`src/rtl/mac_pkg.sv`:
```
// Shared definitions for the MAC engine: register offsets, FSM states and job configuration.
package mac_package;

  // Word offsets, decoded from periph_add[7:2]
  localparam logic [5:0] REG_TRIGGER = 6'h00;
  localparam logic [5:0] REG_STATUS  = 6'h03;
  localparam logic [5:0] REG_A_ADDR  = 6'h08;
  localparam logic [5:0] REG_B_ADDR  = 6'h09;
  localparam logic [5:0] REG_C_ADDR  = 6'h0A;
  localparam logic [5:0] REG_D_ADDR  = 6'h0B;
  localparam logic [5:0] REG_LEN     = 6'h0C;
  localparam logic [5:0] REG_SHIFT   = 6'h0D;

  typedef enum logic [1:0] {IDLE, LOAD, STORE, DONE} state_t;

  typedef struct packed {
    logic [31:0] a_addr;
    logic [31:0] b_addr;
    logic [31:0] c_addr;
    logic [31:0] d_addr;
    logic [31:0] len;
    logic [4:0]  shift;
  } cfg_t;

  function automatic logic [31:0] be_merge(input logic [31:0] old_val,
                                           input logic [31:0] wdata,
                                           input logic [3:0]  be);
    logic [31:0] res;
    res = old_val;
    for (int unsigned i = 0; i < 4; i++)
      if (be[i]) res[8*i +: 8] = wdata[8*i +: 8];
    return res;
  endfunction

endpackage

```
`src/rtl/mac_engine.sv`:
```
// Combinational datapath: d = c + ((a*b) >>> shift). MAC_SATURATE_EN clamps the result to 32-bit signed range.
module mac_engine
  import mac_package::*;
(
  input  logic [31:0] a,
  input  logic [31:0] b,
  input  logic [31:0] c,
  input  logic [4:0]  shift,
  output logic [31:0] d
);

  localparam logic signed [63:0] MAX_S32 = 64'sh0000_0000_7FFF_FFFF;
  localparam logic signed [63:0] MIN_S32 = 64'shFFFF_FFFF_8000_0000;

  logic signed [63:0] prod, shifted, sum;

  always_comb begin
    prod    = $signed({{32{a[31]}}, a}) * $signed({{32{b[31]}}, b});
    shifted = prod >>> shift;
    sum     = shifted + $signed({{32{c[31]}}, c});
`ifdef MAC_SATURATE_EN
    if (sum > MAX_S32)      d = 32'h7FFF_FFFF;
    else if (sum < MIN_S32) d = 32'h8000_0000;
    else                    d = sum[31:0];
`else
    d = sum[31:0];
`endif
  end

endmodule

```
`src/rtl/mac_top.sv`:
```
// MAC HWPE top: peripheral register file, job FSM and TCDM port control.
// Optional result saturation is selected with MAC_SATURATE_EN (see mac_engine).
module mac_top
  import mac_package::*;
#(
  parameter int unsigned N_CORES = 8,
  parameter int unsigned MP      = 4,
  parameter int unsigned ID      = 10
) (
  input  logic                    clk_i,
  input  logic                    rst_ni,
  input  logic                    test_mode_i,
  output logic [MP-1:0]           tcdm_req,
  input  logic [MP-1:0]           tcdm_gnt,
  output logic [MP-1:0][31:0]     tcdm_add,
  output logic [MP-1:0]           tcdm_wen,
  output logic [MP-1:0][3:0]      tcdm_be,
  output logic [MP-1:0][31:0]     tcdm_data,
  input  logic [MP-1:0][31:0]     tcdm_r_data,
  input  logic [MP-1:0]           tcdm_r_valid,
  input  logic                    periph_req,
  output logic                    periph_gnt,
  input  logic [31:0]             periph_add,
  input  logic                    periph_wen,
  input  logic [3:0]              periph_be,
  input  logic [31:0]             periph_data,
  input  logic [ID-1:0]           periph_id,
  output logic [31:0]             periph_r_data,
  output logic                    periph_r_valid,
  output logic [ID-1:0]           periph_r_id,
  output logic [N_CORES-1:0][1:0] evt_o
);

  state_t            state, state_nx;
  cfg_t              cfg;
  logic [31:0]       idx;
  logic [2:0]        rd_pend, have, arrived;
  logic [2:0][31:0]  opnd;
  logic [31:0]       result, rdata, offs;
  logic [5:0]        reg_sel;
  logic              busy, wr, trigger, last;
  logic              unused;

  assign unused  = ^{test_mode_i, periph_add[31:8], periph_add[1:0],
                     tcdm_r_data[3], tcdm_r_valid[3]};

  assign reg_sel    = periph_add[7:2];
  assign busy       = (state != IDLE);
  assign wr         = periph_req && !periph_wen;
  assign trigger    = wr && (reg_sel == REG_TRIGGER) && !busy;
  assign last       = (idx == cfg.len - 32'd1);
  assign offs       = idx << 2;
  assign periph_gnt = periph_req;

  // An operand counts as arrived in the cycle its r_valid shows up, saving a cycle per element
  assign arrived = have | (tcdm_r_valid[2:0] & ~rd_pend);

  always_ff @(posedge clk_i or negedge rst_ni)
    if (!rst_ni) state <= IDLE;
    else         state <= state_nx;

  always_comb begin
    state_nx = state;
    unique case (state)
      IDLE:    if (trigger) state_nx = (cfg.len == '0) ? DONE : LOAD;
      LOAD:    if (&arrived) state_nx = STORE;
      STORE:   if (tcdm_gnt[3]) state_nx = last ? DONE : LOAD;
      DONE:    state_nx = IDLE;
      default: state_nx = IDLE;
    endcase
  end

  always_ff @(posedge clk_i or negedge rst_ni) begin
    if (!rst_ni) begin
      idx     <= '0;
      rd_pend <= '0;
      have    <= '0;
      opnd    <= '0;
    end else begin
      if (trigger) idx <= '0;
      if (state == STORE && tcdm_gnt[3]) idx <= idx + 32'd1;
      if (state_nx == LOAD && state != LOAD) begin
        rd_pend <= '1;
        have    <= '0;
      end else if (state == LOAD) begin
        for (int unsigned p = 0; p < 3; p++) begin
          if (rd_pend[p] && tcdm_gnt[p]) rd_pend[p] <= 1'b0;
          else if (!rd_pend[p] && !have[p] && tcdm_r_valid[p]) begin
            opnd[p] <= tcdm_r_data[p];
            have[p] <= 1'b1;
          end
        end
      end
    end
  end

  mac_engine u_engine (
    .a     (opnd[0]),
    .b     (opnd[1]),
    .c     (opnd[2]),
    .shift (cfg.shift),
    .d     (result)
  );

  always_comb begin
    tcdm_req     = '0;
    tcdm_req[3]  = (state == STORE);
    for (int unsigned p = 0; p < 3; p++)
      tcdm_req[p] = (state == LOAD) && rd_pend[p];
    tcdm_add[0]  = cfg.a_addr + offs;
    tcdm_add[1]  = cfg.b_addr + offs;
    tcdm_add[2]  = cfg.c_addr + offs;
    tcdm_add[3]  = cfg.d_addr + offs;
    tcdm_wen     = 4'b0111;
    tcdm_be      = '1;
    tcdm_data    = '0;
    tcdm_data[3] = result;
  end

  always_ff @(posedge clk_i or negedge rst_ni) begin
    if (!rst_ni) begin
      cfg <= '0;
    end else if (wr && !busy) begin
      case (reg_sel)
        REG_A_ADDR: cfg.a_addr <= be_merge(cfg.a_addr, periph_data, periph_be);
        REG_B_ADDR: cfg.b_addr <= be_merge(cfg.b_addr, periph_data, periph_be);
        REG_C_ADDR: cfg.c_addr <= be_merge(cfg.c_addr, periph_data, periph_be);
        REG_D_ADDR: cfg.d_addr <= be_merge(cfg.d_addr, periph_data, periph_be);
        REG_LEN:    cfg.len    <= be_merge(cfg.len, periph_data, periph_be);
        REG_SHIFT:  if (periph_be[0]) cfg.shift <= periph_data[4:0];
        default: ;
      endcase
    end
  end

  always_comb begin
    rdata = '0;
    case (reg_sel)
      REG_STATUS: rdata = {31'd0, busy};
      REG_A_ADDR: rdata = cfg.a_addr;
      REG_B_ADDR: rdata = cfg.b_addr;
      REG_C_ADDR: rdata = cfg.c_addr;
      REG_D_ADDR: rdata = cfg.d_addr;
      REG_LEN:    rdata = cfg.len;
      REG_SHIFT:  rdata = {27'd0, cfg.shift};
      default:    rdata = '0;
    endcase
  end

  always_ff @(posedge clk_i or negedge rst_ni) begin
    if (!rst_ni) begin
      periph_r_valid <= 1'b0;
      periph_r_id    <= '0;
      periph_r_data  <= '0;
    end else begin
      periph_r_valid <= periph_req;
      periph_r_id    <= periph_id;
      periph_r_data  <= (periph_req && periph_wen) ? rdata : '0;
    end
  end

  always_comb
    for (int unsigned k = 0; k < N_CORES; k++)
      evt_o[k] = {1'b0, state == DONE};

endmodule

```
`config.mk`:
```
export PLATFORM = sky130hd
export DESIGN_NAME = mac_top
export DESIGN_NICKNAME = d
export VERILOG_FILES = /design/src/rtl/mac_pkg.sv /design/src/rtl/mac_engine.sv /design/src/rtl/mac_top.sv
export SDC_FILE = /design/constraint.sdc
export NUM_CORES = 2
export LEC_CHECK = 0
export ABC_AREA = 1
export BUFFER_PORTS_ARGS = -buffer_cell sky130_fd_sc_hd__clkbuf_2
export CORE_ASPECT_RATIO = 0.5
export CORE_MARGIN = 8
export CORE_UTILIZATION = 45
export CTS_CLUSTER_DIAMETER = 60
export DETAILED_ROUTE_END_ITERATION = 8
export PLACE_DENSITY = 0.59
export SYNTH_ARGS = -nofsm -noshare
export SYNTH_HDL_FRONTEND = slang
export SYNTH_SLANG_ARGS = --single-unit
```
`constraint.sdc`:
```
create_clock -name clk_i -period 15.93 [get_ports clk_i]
set_input_delay 3.186 -clock clk_i [delete_from_list [all_inputs] [get_ports clk_i]]
set_output_delay 3.186 -clock clk_i [all_outputs]
set_load 0.005 [all_outputs]
```
## Yosys cells after proc, flatten, opt, wreduce, memory -nomap -nowiden

Cells that the tools add are included.

- Bits in registers: 344
- Input bits: 219
- Word-level logic and storage cells: 160

- Equal/unequal tests: 16
- Muxes and demuxes: 23
- Shift operators: 1
- Add/sub/neg operators: 7
- Bitwise logic cells: 7
- Reductions and logical operators: 70
- $mul: 1

Operators by type and width:

| cell | number |
|---|---|
| $pmux W32 S7 | 1 |
| $add A32 B32 Y32 | 5 |
| $mux W32 | 3 |
| $reduce_and A3 Y1 | 25 |
| $mul A32 B32 Y64 | 1 |
| $sshr A64 B5 Y32 | 1 |
| $eq A6 B4 Y1 const B | 6 |
| $add A32 B1 Y32 const B | 1 |
| $eq A32 B32 Y1 | 1 |
| $logic_not A32 Y1 | 1 |
| $sub A32 B1 Y32 const B | 1 |
| $logic_and A1 B1 Y1 | 19 |
| $reduce_bool A2 Y1 | 9 |
| $mux W3 | 4 |
| $reduce_and A4 Y1 | 3 |
| $mux W2 | 5 |
| $mux W1 | 9 |
| $logic_not A1 Y1 | 8 |
| $pmux W2 S4 | 1 |
| $eq A6 B2 Y1 const B | 1 |
| $logic_not A6 Y1 | 1 |
| $ne A2 B2 Y1 const B | 3 |
| $reduce_and A2 Y1 | 3 |
| $eq A2 B1 Y1 const B | 2 |
| 7 further kinds | 11 |

## Longest topological paths before layout

- Depth in word-level cells: 10
- Gate-level depth with buffers: 52
- Depth with buffers taken out: 50

## By module

From an unflattened synthesis, not the netlist that was laid out.

- Cells, all modules: 8,242
- Area total of the unflattened synthesis: 63,799.9 um2

By module, submodules not included:

| module | sequential area each (um2) | instances | cells each | area each (um2) |
|---|---|---|---|---|
| mac_engine | 0.0 | 1 | 5,577 | 41,866.4 |
| mac_top | 8,608.3 | 1 | 2,665 | 21,933.5 |

## Worst setup path after synthesis

No wires, ideal clock.

- Kind: register to output
- Start: register opnd[18] (netlist bit)
- End: output port tcdm_data[118] (netlist bit)
- Path slack: 3.815 ns
- Data arrival time: 8.929 ns
- Path buffers: 2
- Required time: 12.744 ns
- Cell stages (with the launch flop): 44
- Cells stage by stage: dfrtp_1 > clkbuf_1 > clkbuf_1 > nand2_1 > fa_1 > fa_1 > inv_1 > fa_1 > inv_1 > fa_1 > fa_1 > inv_1 > fa_1 > inv_1 > fa_1 > fa_1 > inv_1 > ha_1 > [8 not listed] > or2_2 > nand3_1 > o211ai_1 > nand3_1 > nand2_1 > ha_1 > fa_1 > nand3_1 > nand2_1 > a21oi_1 > o21bai_1 > a21oi_1 > o21ai_1 > a21boi_0 > o21ai_1 > nand3_1 > nand3_1 > xor2_1

RTL lines:

| element | RTL line | RTL |
|---|---|---|
| start: declaration | mac_top.sv:38 | `logic [2:0][31:0] opnd;` |
| start signal: indexed assignment | mac_top.sv:89 | `opnd[p] <= tcdm_r_data[p];` |
| end: declaration | mac_top.sv:18 | `output logic [MP-1:0][31:0] tcdm_data,` |

==> results by group <==
Floorplan
  – Height of the chip: 281.2 µm
  – # IOs: between 500 and 600
  – Number of standard-cell rows in the floorplan: 97
  – DIE AREA: 153600 µm²
  – Area inside the core boundary: between 100000 and 150000 µm²
  – Effective utilization at floorplan: 0.4527
  – Die outline width: 546.4 µm

Timing
  – Highest clock frequency the design can meet: 0.06676 GHz
  – Unrepaired setup endpoints after global routing: false
  – Final setup slack of the worst path: 0.9521 ns
  – Final number of hold-violating endpoints: 0
  – Total negative slack for setup checks: 0 ns
  – Slew HR: 0.1736
  – Slew Viols, Final: 0
  – Setup violations, final: 0
  – Final period util: 0.9402
  – Post-route clock skew: 0.02785 ns
  – Transition time at the pin with the least slew margin: 1.240 ns
  – Final critical delay including setup and external delays: 14.98 ns

Placed design
  – Post-placement setup slack: 1.747 ns
  – Global placer's final weighted congestion: 0.9481
  – Detailed placer's ending HPWL: 164500 µm
  – Number of input and output port buffers inserted: 374

CTS
  – CTS sink count: around 340
  – Post-cts resize count: 0
  – CTS tree: yes
  – TritonCTS buffer count: 42
  – Clock-pin slew on the worst setup and hold paths: approximately 0.070 ns
  – Hold buffer count at CTS: 0
  – Clock latency on the worst-skew pair: 0.62 ns
  – Number of buffers between clock root and the deepest sink: 3
  – Buffer cell driving the clock tree root: sky130_fd_sc_hd__clkbuf_16
  – Number of setup buffers added after CTS: 0
  – Htree depth: 2

Drt
  – Antenna-violating nets left: 0
  – Initial drt markers: 4005
  – Wirelength, routed: 197300 µm
  – TritonRoute pass-1 iters: 7
  – Number of remaining DRC errors: 0
  – Post-DR wirelength/cell: 19.29 µm
  – Via count normalized by instance count: 5.133
  – Via count: 52490

Finish
  – Fraction of final layout cells sized beyond drive strength 1: 0.08551
  – Layout area overhead: 7.241%
  – Filler cell count: ~14000
  – Final-stage net count: 9934
  – Commonest cells after routing, fill and taps aside: sky130_fd_sc_hd__nand2_1, sky130_fd_sc_hd__inv_1, sky130_fd_sc_hd__fa_1
  – Most common cell after layout, fill and taps aside: sky130_fd_sc_hd__nand2_1

Synthesis
  – Main synth FF type: sky130_fd_sc_hd__dfrtp_1
  – Post-Synthesis Cells: 8149
  – Ys async rst share: 1.000
  – Synthesized area per cell: 7.767 µm²
  – Proportion of synthesized chip area in sequential cells: 0.1360
  – Distinct cell type count after synthesis: 60
  – Count of warnings emitted by yosys: 0
  – Number of enable-type register cells in the synthesized netlist: 0
  – Summed instance area of the synthesized netlist: between 60000 and 70000 µm²
  – Flops & latches, synth: 344

Worst setup path
  – CP Max Fanout: 18
  – Crit path arrival time: 11.79 ns
  – Delay contributed by the slowest stage of the critical path: 0.97 ns
  – Critical path startpoint category: register
  – Start-to-end type of the worst setup path: register to primary output
  – CP max stage cell: sky130_fd_sc_hd__dfrtp_1
  – Worst Setup End Kind: primary output
  – Most prevalent standard cell on the critical path: sky130_fd_sc_hd__fa_1
  – Worst EP required: around 13 ns

Worst hold path
  – Hold/Removal Path Class: register to register

Global routing
  – Global-route usage over all layers: 0.2580
  – Total global routing overflow: 0
  – Vias in the first global route: between 50000 and 60000
  – Initial antenna violation count: 12
  – Largest net degree at the start of global routing: 147
  – Wire length of the first global-routing pass: 311200 µm

Outcome
  – Outcome: complete, no violations

Run
  – Max-cap violation count: 0
-- critical path, delay by kind of cell (launching register included) --
| kind | cells | cell delay [ns] |
|---|---|---|
| XOR/XNOR | 2 | 0.41 |
| buffers and inverters | 5 | 0.74 |
| AND/OR/NAND/NOR | 15 | 2.20 |
| AO/OA/AOI/OAI | 8 | 1.62 |
| flip-flops | 1 | 0.97 |
| adder cells (fa/ha/maj) | 11 | 5.21 |
-- final cells by class --
class | count | area, µm² | area share
diodes | 6 | 15.01 | 0.0002212
clock inverters | 23 | 242.7 | 0.003576
well taps | 1881 | 2354 | 0.03467
repair buffers | 470 | 2628 | 0.03871
clock buffers | 54 | 1167 | 0.01720
inverters | 1701 | 6385 | 0.09407
multi-input cells | 5746 | 46470 | 0.6846
flip-flops and latches | 344 | 8620 | 0.1270
-- per-stage QoR --
stage	cell area [µm²]	utilization	instances	hold slack [ns]
after global routing	67870	0.4854	10220	0.4992
after CTS	67860	0.4854	10220	0.4867
final	67880	0.4855	10230	0.4848
after floorplan	63750	-	8271	0.4487
after detailed placement	66450	0.4753	10140	0.4673
after global placement	66450	0.4753	10140	0.4648
-- cells by family after synthesis --
family / after synthesis / synth area share
AOI/OAI and AO/OA: 741 / 0.06668
xor gates and xnor gates: 229 / 0.03169
adders and majority gates: 1410 / 0.4066
buffers and inverters: 2181 / 0.1376
DFF: 344 / 0.1360
muxes: 105 / 0.01844
other: 2 / 0.0001187
and+or+nand+nor: 3137 / 0.2028
-- synthesized netlist by cell type, drive strengths merged, types with 42 or more instances --
library cell	count	area, µm²
dfrtp	344	8608
nand4	42	262.8
o21ai	308	1549
xnor2	79	691.9
buf	168	1156
a21oi	251	1256
nand2	2206	8293
ha	332	4154
inv	1699	6377
fa	1078	21580
nor2	306	1211
xor2	150	1314
clkbuf	312	1171
mux2	93	1047
nand3	481	2430
-- state kept, by name, indices dropped and copies added, names as in the netlist --
register	flops
cfg	165
opnd	96
idx	32
periph_r_data	32
periph_r_id	10
have	3
rd_pend	3
state	2
periph_r_valid	1
-- worst paths after layout --
kind                                     endpoint              startpoint  depth (start not counted)  slack (ns)
max                                tcdm_data[118]    opnd[17]$_DFFE_PN0P_                         41        0.95
min                        rd_pend[0]$_DFFE_PN0P_  rd_pend[0]$_DFFE_PN0P_                          2        0.48
max reg2reg                   idx[25]$_DFFE_PN0P_      state[0]$_DFF_PN0_                          7       12.98
min reg2reg                rd_pend[0]$_DFFE_PN0P_  rd_pend[0]$_DFFE_PN0P_                          2        0.48
max in group asynchronous    opnd[44]$_DFFE_PN0P_                  rst_ni                          3       11.14
min in group asynchronous    cfg[143]$_DFFE_PN0P_                  rst_ni                          1        2.60
-- routing by layer --
| metal | vias up | global-route usage | share of wire |
|---|---|---|---|
| met5 | - | 0 | 0.00026 |
| met4 | 8 | 0.07327 | 0.031 |
| met3 | 294 | 0.04725 | 0.073 |
| met2 | 1623 | 0.4340 | 0.47 |
| met1 | 25890 | 0.3423 | 0.42 |
| li1 | 24670 | - | - |
Power is not shown: default switching activity piles up to over one toggle a cycle in this logic, so the estimate is an artifact.
